--- src/rtl/mux4_1_rr_arbiter.sv ---
// mux4_1_rr_arbiter: 4:1 valid/ready mux with one registered output stage and source tag on {S2,S1}.
// RR_ARB_EN selects round-robin arbitration; without it channel 1 > 2 > 3 > 4 fixed priority.
module mux4_1_rr_arbiter #(
    parameter int WIDTH = 8
) (
    input  logic             clk,
    input  logic             rst,
    input  logic [WIDTH-1:0] A1,
    input  logic [WIDTH-1:0] A2,
    input  logic [WIDTH-1:0] A3,
    input  logic [WIDTH-1:0] A4,
    input  logic             V1,
    input  logic             V2,
    input  logic             V3,
    input  logic             V4,
    output logic             R1,
    output logic             R2,
    output logic             R3,
    output logic             R4,
    output logic [WIDTH-1:0] Y,
    output logic             YV,
    input  logic             YR,
    output logic             S2,
    output logic             S1
);
    typedef enum logic {IDLE, HOLD} state_t;
    state_t           r_state, w_next;
    logic [3:0]       w_v, w_rdy, w_win;
    logic [1:0]       w_sel, w_ptr, r_s;
    logic             w_free, w_xfer;
    logic [WIDTH-1:0] w_a [4];
    logic [WIDTH-1:0] r_y;

    assign w_v    = {V4, V3, V2, V1};
    assign w_a[0] = A1;
    assign w_a[1] = A2;
    assign w_a[2] = A3;
    assign w_a[3] = A4;

    // Ready of channel i only looks at channels ahead of it in search order, never at its own valid.
    function automatic logic [3:0] grant(input logic [3:0] v, input logic [1:0] ptr);
        logic [1:0] di, dj;
        grant = '0;
        for (int i = 0; i < 4; i++) begin
            di = 2'(i) - ptr - 2'd1;
            grant[i] = 1'b1;
            for (int j = 0; j < 4; j++) begin
                dj = 2'(j) - ptr - 2'd1;
                if (dj < di && v[j]) grant[i] = 1'b0;
            end
        end
    endfunction

`ifdef RR_ARB_EN
    logic [1:0] r_ptr;
    always_ff @(posedge clk) begin
        if (rst) r_ptr <= 2'd3;
        else if (w_xfer) r_ptr <= w_sel;
    end
    assign w_ptr = r_ptr;
`else
    assign w_ptr = 2'd3;
`endif

    assign w_free = (r_state == IDLE) || YR;
    assign w_rdy  = (w_free && !rst) ? grant(w_v, w_ptr) : 4'b0000;
    assign w_win  = w_rdy & w_v;
    assign w_xfer = |w_win;
    assign w_sel  = {w_win[3] | w_win[2], w_win[3] | w_win[1]};

    always_ff @(posedge clk) begin
        if (rst) r_state <= IDLE;
        else r_state <= w_next;
    end

    always_comb begin
        w_next = w_xfer ? HOLD : (r_state == HOLD && YR) ? IDLE : r_state;
    end

    always_comb begin
        YV               = (r_state == HOLD);
        {R4, R3, R2, R1} = w_rdy;
    end

    always_ff @(posedge clk) begin
        if (rst) begin
            r_y <= '0;
            r_s <= 2'b00;
        end else if (w_xfer) begin
            r_y <= w_a[w_sel];
            r_s <= w_sel;
        end
    end

    assign Y        = r_y;
    assign {S2, S1} = r_s;
endmodule

--- config.mk ---
export PLATFORM = sky130hd
export DESIGN_NAME = mux4_1_rr_arbiter
export DESIGN_NICKNAME = d
export VERILOG_FILES = /design/src/rtl/mux4_1_rr_arbiter.sv
export SDC_FILE = /design/constraint.sdc
export NUM_CORES = 1
export LEC_CHECK = 0
export CAP_MARGIN = 20
export CORE_MARGIN = 5
export CORE_UTILIZATION = 32
export CTS_CLUSTER_SIZE = 12
export DETAILED_ROUTE_END_ITERATION = 10
export HOLD_SLACK_MARGIN = 0.06
export PLACE_DENSITY = 0.87
export SYNTH_ARGS = -nofsm -noshare
export SYNTH_HDL_FRONTEND = slang
export SYNTH_SLANG_ARGS = --single-unit
--- constraint.sdc ---
create_clock -name clk -period 2.25 [get_ports clk]
set_clock_uncertainty 0.2 [all_clocks]
set_input_delay 0.45 -clock clk [delete_from_list [all_inputs] [get_ports clk]]
set_output_delay 0.45 -clock clk [all_outputs]
set_load 0.05 [all_outputs]
# Yosys cells after proc, flatten, opt, wreduce, memory -nomap -nowiden
# Cells that the tools add are included.
# Widths: inputs -> output; s select.
# classes
order_cmp	1
muxes	9
bitwise	5
reduce_logical	6
# op_table
cell	count
$bmux 8 s2	1
$mux 8	2
$mux 1	5
$and 4x4->4	1
$mux 4	1
$reduce_or 4->1	1
$ge 3x3->1 const B	1
$not 2->3	1
$logic_and 1x1->1	2
$or 1x1->1	2
$reduce_bool 2->1	1
$logic_not 1->1	1
$logic_or 1x1->1	1
$not 1->1	1
# word_totals
reg_bits	11
in_bits	39
output_inout_bits	15
word_cells	24

# Logic depth before layout (Yosys ltp)
# Gate-level depths: netlist (run 1).
# logic_depth
depth_word	10
depth_mapped	7
ltp_nobuf	5

# Worst setup path before layout (run 1)
# Ideal clock, no wire load.
# synth_path
path_kind	flip-flop to output port
startpoint	register r_state (netlist: YV)
endpoint	output port R4
t_arrival_ns	2.144
required_time_ns	1.600
path_slack_ns	-0.544
stages_incl_launch_ff	5
cell_sequence	dfxtp_1 -> nor2b_2 -> or2_1 -> buf_2 -> nor3_1
# synth_via
elab_chain_cells	4
# synth_rtl
item	line_no	source
from (decl)	27	state_t r_state, w_next;
from (signal assigned)	73	else r_state <= w_next;
$not 1->1	65	assign w_free = (r_state == IDLE) || YR;
$logic_or 1x1->1	65	
$logic_and 1x1->1	66	assign w_rdy = (w_free && !rst) ? grant(w_v, w_ptr) : 4'b0000;
$mux 4	66	
to (decl)	19	output logic R4,
# Every way passes these cells.

# Worst setup path in the final report (run 1)
# layout_path
startpoint	input port rst
endpoint	output port R4
# layout_via
elab_chain_cells	3
# layout_rtl
item	line_no	source
from (decl)	7	input logic rst,
$logic_not 1->1	66	
$logic_and 1x1->1	66	
$mux 4	66	
# Every way passes these cells.

==> impl_metrics.tcl, run 1 <==
set metrics [dict create \
    outcome "finished clean" \
    yosys_warnings 0 \
    initial_core_util_pct 34.1 \
    ant_nets 0 \
    slowest_stage "clkdlybuf4s50_1" \
    p_clk_share_pct 21.3 \
    finalWirelength_um 2690 \
    clk_pin_slew_worst_paths_ns 0.09 \
    drt_first_pass_iters 4 \
    crit_type "primary input to output pin" \
    io_pins 54 \
    min_from "Y[7]" \
    core.rowCount 16 \
    dp_slack_ns -0.118 \
    port_buffers 53 \
    setup_ws_ns 0.0455 \
    wl_met1_um 1150 \
    p_leak_nw 0.537 \
    p_int_mw 0.431 \
    core_area_um2 2000 \
    nets 184 \
    cap_violations 0 \
    worst_pin_slew_ns 0.492 \
    insertedDiodeCount 0 \
    vias 887 \
    synth_top_area_cell "dfxtp_1" \
    finalSetupViolCount 0 \
    n_fill_cell 152 \
    top_layer_used "met4" \
    sw_frac_of_total_pct 35.8 \
    drc_errors 0 \
    synth_fp_nets 115 \
    finalCritPeriodShare_pct 98.0 \
    powerDensity_nw_per_um2 476 \
    max_stage_delay_ns 0.42 \
    hold_violations 0 \
    required_ns 1.60 \
    hold_ws_ns 0.272 \
    critical_path.max_fanout 6 \
    drive_above_1_share_pct 25.0 \
    dieArea_um2 3160 \
    p_sw_mw 0.241 \
    cp.arrival_ns 1.55 \
    critPathLaunchType "primary input" \
    rsz0062_at_grt "false" \
    slew_headroom_pct 66.3 \
    insertion_delay_ns 0.28 \
    gr-total-overflow 0 \
    grt_max_degree 11 \
    cp_top_family "buffers and inverters" \
    path_buf_inv 2 \
    dieWidth_um 56.2 \
    hpwlAfterDp_um 2060 \
    antenna_found_initial 0 \
    clock_sink_count 11 \
    crit_start "rst" \
    syn-mean-instance-area_um2 8.99 \
    wire_per_inst_um 15.7 \
    cts_setup_buffers 0 \
    cts_tree "done" \
    die_y_um 56.2 \
    r2r_start "YV" \
    gp_congestion 0.791 \
    netlist_top_cells_area "dfxtp_1, a221o_1, o21ai_0" \
    drt_iter0_drc 29 \
    hold_path_class "register to register" \
    synth_top_area_share_pct 32.2 \
    dp.cells 167 \
    final.min_clock_period_ns 2.20 \
    syn_inst 76 \
    final_max_slew_viol_count 0 \
    peakVddDrop_mv 0.309 \
    grt_pass1_wl_um 4230 \
    cp-end-kind "output pin" \
    cts_buffers 3 \
    syn_to_final_growth_pct 106 \
    wl_met3_um 229 \
    clock_path_buffers 2 \
    stdcell_count 171 \
    htree_levels 1 \
    ys_types 28 \
    grt_pass1_vias 933 \
    grt.total_usage_pct 16.7 \
    utilization_pct 70.4 \
    combPwrFrac_pct 45.5 \
    ys_seq_area_share_pct 32.2 \
    cts.root.buffer_cell "clkbuf_4" \
    seqPwrFrac_pct 33.2 \
    synth_area_um2 683 \
    max_freq_mhz 454 \
    viasPerCell 5.19 \
    worstPathCellList "clkdlybuf4s50_1, or2_4, nor3_4, buf_12" \
    wl_met2_um 1250 \
    ys_ff_latch 11 \
]
[final timing paths]
| kind | to | slack (ns) | cells past startpoint |
|---|---|---|---|
| setup / recovery | R4 | 0.05 | 4 |
| hold / removal | Y[7] | 0.27 | 1 |
| setup reg to reg | Y[6] | 0.54 | 4 |
| hold reg to reg | Y[7] | 0.27 | 1 |
[logic make-up (layout without fill, tap and decap cells)]
group	after synthesis	after routing	share of synthesized area (%)
AO/OA/AOI/OAI	36	36	40.1
AND/OR/NAND/NOR	18	18	18.1
flip-flops	11	11	32.2
buffers and inverters	11	79	9.52
[metal layers]
layer,GRT usage (%),vias to the layer above
met1,20.3,409
li1,-,429
met3,4.87,4
met4,6.78,0
met2,27.4,45
met5,0,-
[final cells by class]
class,instances,area [µm²],share of cell area [%]
well taps,27,33.8,2.40
clock buffers,3,22.5,1.60
multi-input cells,54,417,29.5
repair buffers,69,689,48.9
inverters,6,22.5,1.60
clock inverters,1,5.00,0.355
flip-flops and latches,11,220,15.6
[power groups by stage]
stage,Combinational [mW],Clock (mW),Sequential [mW]
final,0.305,0.143,0.223
after global routing,0.320,0.155,0.225
after CTS,0.305,0.142,0.223
after detailed placement,0.301,0,0.227
after global placement,0.297,0,0.227
after floorplan,0.0810,0,0.292
[sequential cells by signal, indices dropped and copies added, names as in the netlist]
name  cells
YV        1
Y         8
r_s       2
[placed cells by master, fill, tap and decap left out, drive strengths merged]
| master | count |
|---|---|
| buf | 20 |
| inv | 5 |
| a21oi | 1 |
| nor2b | 3 |
| a221oi | 2 |
| nor3 | 3 |
| nor4 | 2 |
| o2bb2ai | 6 |
| a221o | 7 |
| o21ai | 16 |
| nor2 | 6 |
| or2 | 2 |
| a211oi | 1 |
| dfxtp | 11 |
| or2b | 1 |
| clkbuf | 3 |
| a2bb2o | 1 |
| a2111oi | 1 |
| clkdlybuf4s50 | 48 |
| dlygate4sd2 | 1 |
| o41ai | 1 |
| clkinv | 2 |
| or3b | 1 |
[cell usage after synthesis]
| library cell | count |
|---|---|
| a2111oi_0 | 1 |
| a211oi_1 | 1 |
| a21oi_1 | 1 |
| a221o_1 | 7 |
| a221oi_1 | 2 |
| a2bb2o_4 | 1 |
| buf_2 | 1 |
| buf_6 | 3 |
| clkbuf_1 | 1 |
| clkinv_1 | 1 |
| dfxtp_1 | 11 |
| inv_1 | 3 |
| inv_2 | 2 |
| nor2_1 | 5 |
| nor2_2 | 1 |
| nor2b_1 | 2 |
| nor2b_2 | 1 |
| nor3_1 | 3 |
| nor4_2 | 1 |
| nor4_4 | 1 |
| o21ai_0 | 13 |
| o21ai_1 | 2 |
| o21ai_2 | 1 |
| o2bb2ai_1 | 6 |
| o41ai_1 | 1 |
| or2_1 | 2 |
| or2b_1 | 1 |
| or3b_1 | 1 |
[per-stage QoR]
| step | area [µm²] | total power [mW] | TNS [ns] |
|---|---|---|---|
| after floorplan | 691 | 0.373 | -0.240 |
| after global placement | 1370 | 0.524 | -0.176 |
| after detailed placement | 1370 | 0.529 | -0.277 |
| after CTS | 1410 | 0.671 | 0 |
| after global routing | 1410 | 0.700 | 0 |
| final | 1410 | 0.671 | 0 |
[what timing repair did]
action	in CTS	in global routing
gates cloned	0	0
endpoints found under the hold margin	0	0
pin swaps	2	0
gates resized for setup	3	1
endpoints found under the setup margin	3	1
hold buffers	0	0
[worst reg2reg max path, cell delays in order (launching register included)]
cell	delay (ns)
dfxtp_1	0.31
nor2b_2	0.15
or2_4	0.29
a2111oi_0	0.50
o41ai_1	0.14
Note: power is estimated with default switching activity, not from simulation.
==> run 2: changes to the inputs <==
--- a/config.mk
+++ b/config.mk
@@ -6,12 +6,13 @@
 export NUM_CORES = 1
 export LEC_CHECK = 0
 export CAP_MARGIN = 20
-export CORE_MARGIN = 5
-export CORE_UTILIZATION = 32
+export CORE_AREA = 5 5 42 44
 export CTS_CLUSTER_SIZE = 12
 export DETAILED_ROUTE_END_ITERATION = 10
+export DIE_AREA = 0 0 47 49
+export DONT_BUFFER_PORTS = 1
 export HOLD_SLACK_MARGIN = 0.06
-export PLACE_DENSITY = 0.87
+export PLACE_DENSITY = 0.75
 export SYNTH_ARGS = -nofsm -noshare
 export SYNTH_HDL_FRONTEND = slang
 export SYNTH_SLANG_ARGS = --single-unit
==> constraint.sdc (replaced) <==
create_clock -name clk -period 2.2 [get_ports clk]
set_clock_uncertainty 0.2 [all_clocks]
set_input_delay 0.44 -clock clk [delete_from_list [all_inputs] [get_ports clk]]
set_output_delay 0.44 -clock clk [all_outputs]
set_load 0.05 [all_outputs]
==> run 2 against run 1 <==
Effect of this change: worst hold slack worse by 0.11 ns; final cell count shrank 43%; wire length decreased by 31%; critical path depth stayed put; sequential power increased by 31%; first-iteration DRC count decreased by 72%; power fell by 21%; register-to-register slack worse by 0.09 ns; highest routed layer unchanged; largest power group is now registers; via count down 30%; cell area down 46%; critical path type is now register to output pin; setup slack better by 0.096 ns.
==> impl_metrics.tcl, run 2 (synthesis results as in run 1) <==
set metrics [dict create \
    outcome "finished clean" \
    critPathLaunchType "register" \
    die_y_um 49 \
    r2r_cells 5 \
    dieArea_um2 2300 \
    grt_pass1_vias 602 \
    final.min_clock_period_ns 2.06 \
    final_common_cell "o21ai_0" \
    initial_core_util_pct 48.7 \
    rsz0062_at_grt "false" \
    crit_end "R4" \
    gr-total-overflow 0 \
    cts_buffers 3 \
    core.rowCount 14 \
    p_leak_nw 0.260 \
    grt_max_degree 15 \
    hold_violations 0 \
    nets 121 \
    clk_pin_slew_worst_paths_ns 0.07 \
    utilization_pct 54.0 \
    clock_sink_count 11 \
    gp_congestion 0.788 \
    insertion_delay_ns 0.26 \
    r2r_start "YV" \
    crit_type "register to output pin" \
    max_stage_delay_ns 0.32 \
    io_pins 54 \
    p_total_mw 0.533 \
    cp.arrival_ns 1.42 \
    antenna_found_initial 0 \
    r2r_slack_ns 0.45 \
    cp-end-kind "output pin" \
    cap_violations 0 \
    critical_path.max_fanout 7 \
    core_area_um2 1400 \
    finalSetupViolCount 0 \
    dieWidth_um 47 \
    syn_to_final_growth_pct 10.8 \
    drive_above_1_share_pct 23.5 \
    finalCritPeriodShare_pct 93.6 \
    largest_register_ffs 8 \
    powerDensity_nw_per_um2 704 \
    hpwlAfterDp_um 1450 \
    final_max_slew_viol_count 0 \
    hold_path_class "primary input to register" \
    crit_start "YV" \
    finalWirelength_um 1860 \
    slew_headroom_pct 61.9 \
    wire_per_inst_um 19.2 \
    grt_pass1_wl_um 2810 \
    clock_path_buffers 2 \
    drt_iter0_drc 8 \
    grt.total_usage_pct 16.6 \
    insertedDiodeCount 0 \
    ant_nets 0 \
    worst_pin_slew_ns 0.570 \
    mostFrequentLayoutCells "o21ai_0, dfxtp_1, a221o_1" \
    port_buffers 0 \
    max_freq_mhz 486 \
    viasPerCell 6.36 \
    drc_errors 0 \
    cts_tree "done" \
    required_ns 1.56 \
    worstPathCellList "nor2b_2, or2_4, nor3_2, buf_4" \
    slowest_stage "dfxtp_1" \
    rr_endpoint "Y[5]" \
    cts.root.buffer_cell "clkbuf_4" \
    drt_first_pass_iters 4 \
    cts_setup_buffers 0 \
    vias 617 \
    htree_levels 1 \
    peakVddDrop_mv 0.365 \
]
[run 2: worst min-delay path by stage]
stage,cells past startpoint,end,startpoint,slack (ns)
after floorplan,1,YV,rst,0.31
after global placement,1,YV,rst,0.32
after detailed placement,1,r_s[0],rst,0.32
after CTS,2,Y[6],rst,0.16
after global routing,2,Y[6],rst,0.16
final,2,Y[6],rst,0.16
[run 2: per-stage QoR]
stage	setup TNS, ns	hold slack [ns]	instance area [µm²]	instances	worst slack [ns]
5_1_grt	0	0.163	757	97	0.0558
3_3_place_gp	0	0.315	718	92	0.313
3_5_place_dp	0	0.316	718	92	0.239
6_report	0	0.162	757	97	0.142
4_1_cts	0	0.158	754	97	0.0539
2_1_floorplan	-0.320	0.312	691	76	-0.162
[run 2: timing repair]
item | 4_1_cts | 5_1_grt
endpoints found under the setup margin | 0 | 1
gates resized for setup | 0 | 1
hold endpoints to repair | 3 | 0
hold buffers | 1 | 0
[run 2: report_power, final]
group          internal (mW)  total (mW)  leakage [nW]  switching, mW
Clock                 0.0701       0.140        0.0150         0.0701
Sequential             0.218       0.293        0.0914         0.0752
Combinational         0.0433      0.0990         0.153         0.0558
Total                  0.332       0.533         0.260          0.201
[run 2: layout make-up]
type / count / area [µm²]
fillers: 143 / 644
inverters: 6 / 22.5
clock buffers: 4 / 26.3
multi-input cells: 54 / 408
flip-flops and latches: 11 / 220
repair buffers: 6 / 60.1
well taps: 16 / 20.0
[run 2: critical path: cells and delay by family (launching register included)]
family        cells  cell delay [ns]
simple gates      3             0.61
flops             1             0.32
buf+inv           1             0.22
[run 2: metal layers]
layer / share of wire (%) / global-route usage (%) / vias up / routed length, µm
li1: - / - / 302 / -
met1: 38 / 19.9 / 284 / 707
met2: 50 / 25.8 / 29 / 937
met3: 11 / 7.01 / 2 / 204
met4: 0.59 / 5.53 / 0 / 11
met5: 0 / 0 / - / 0
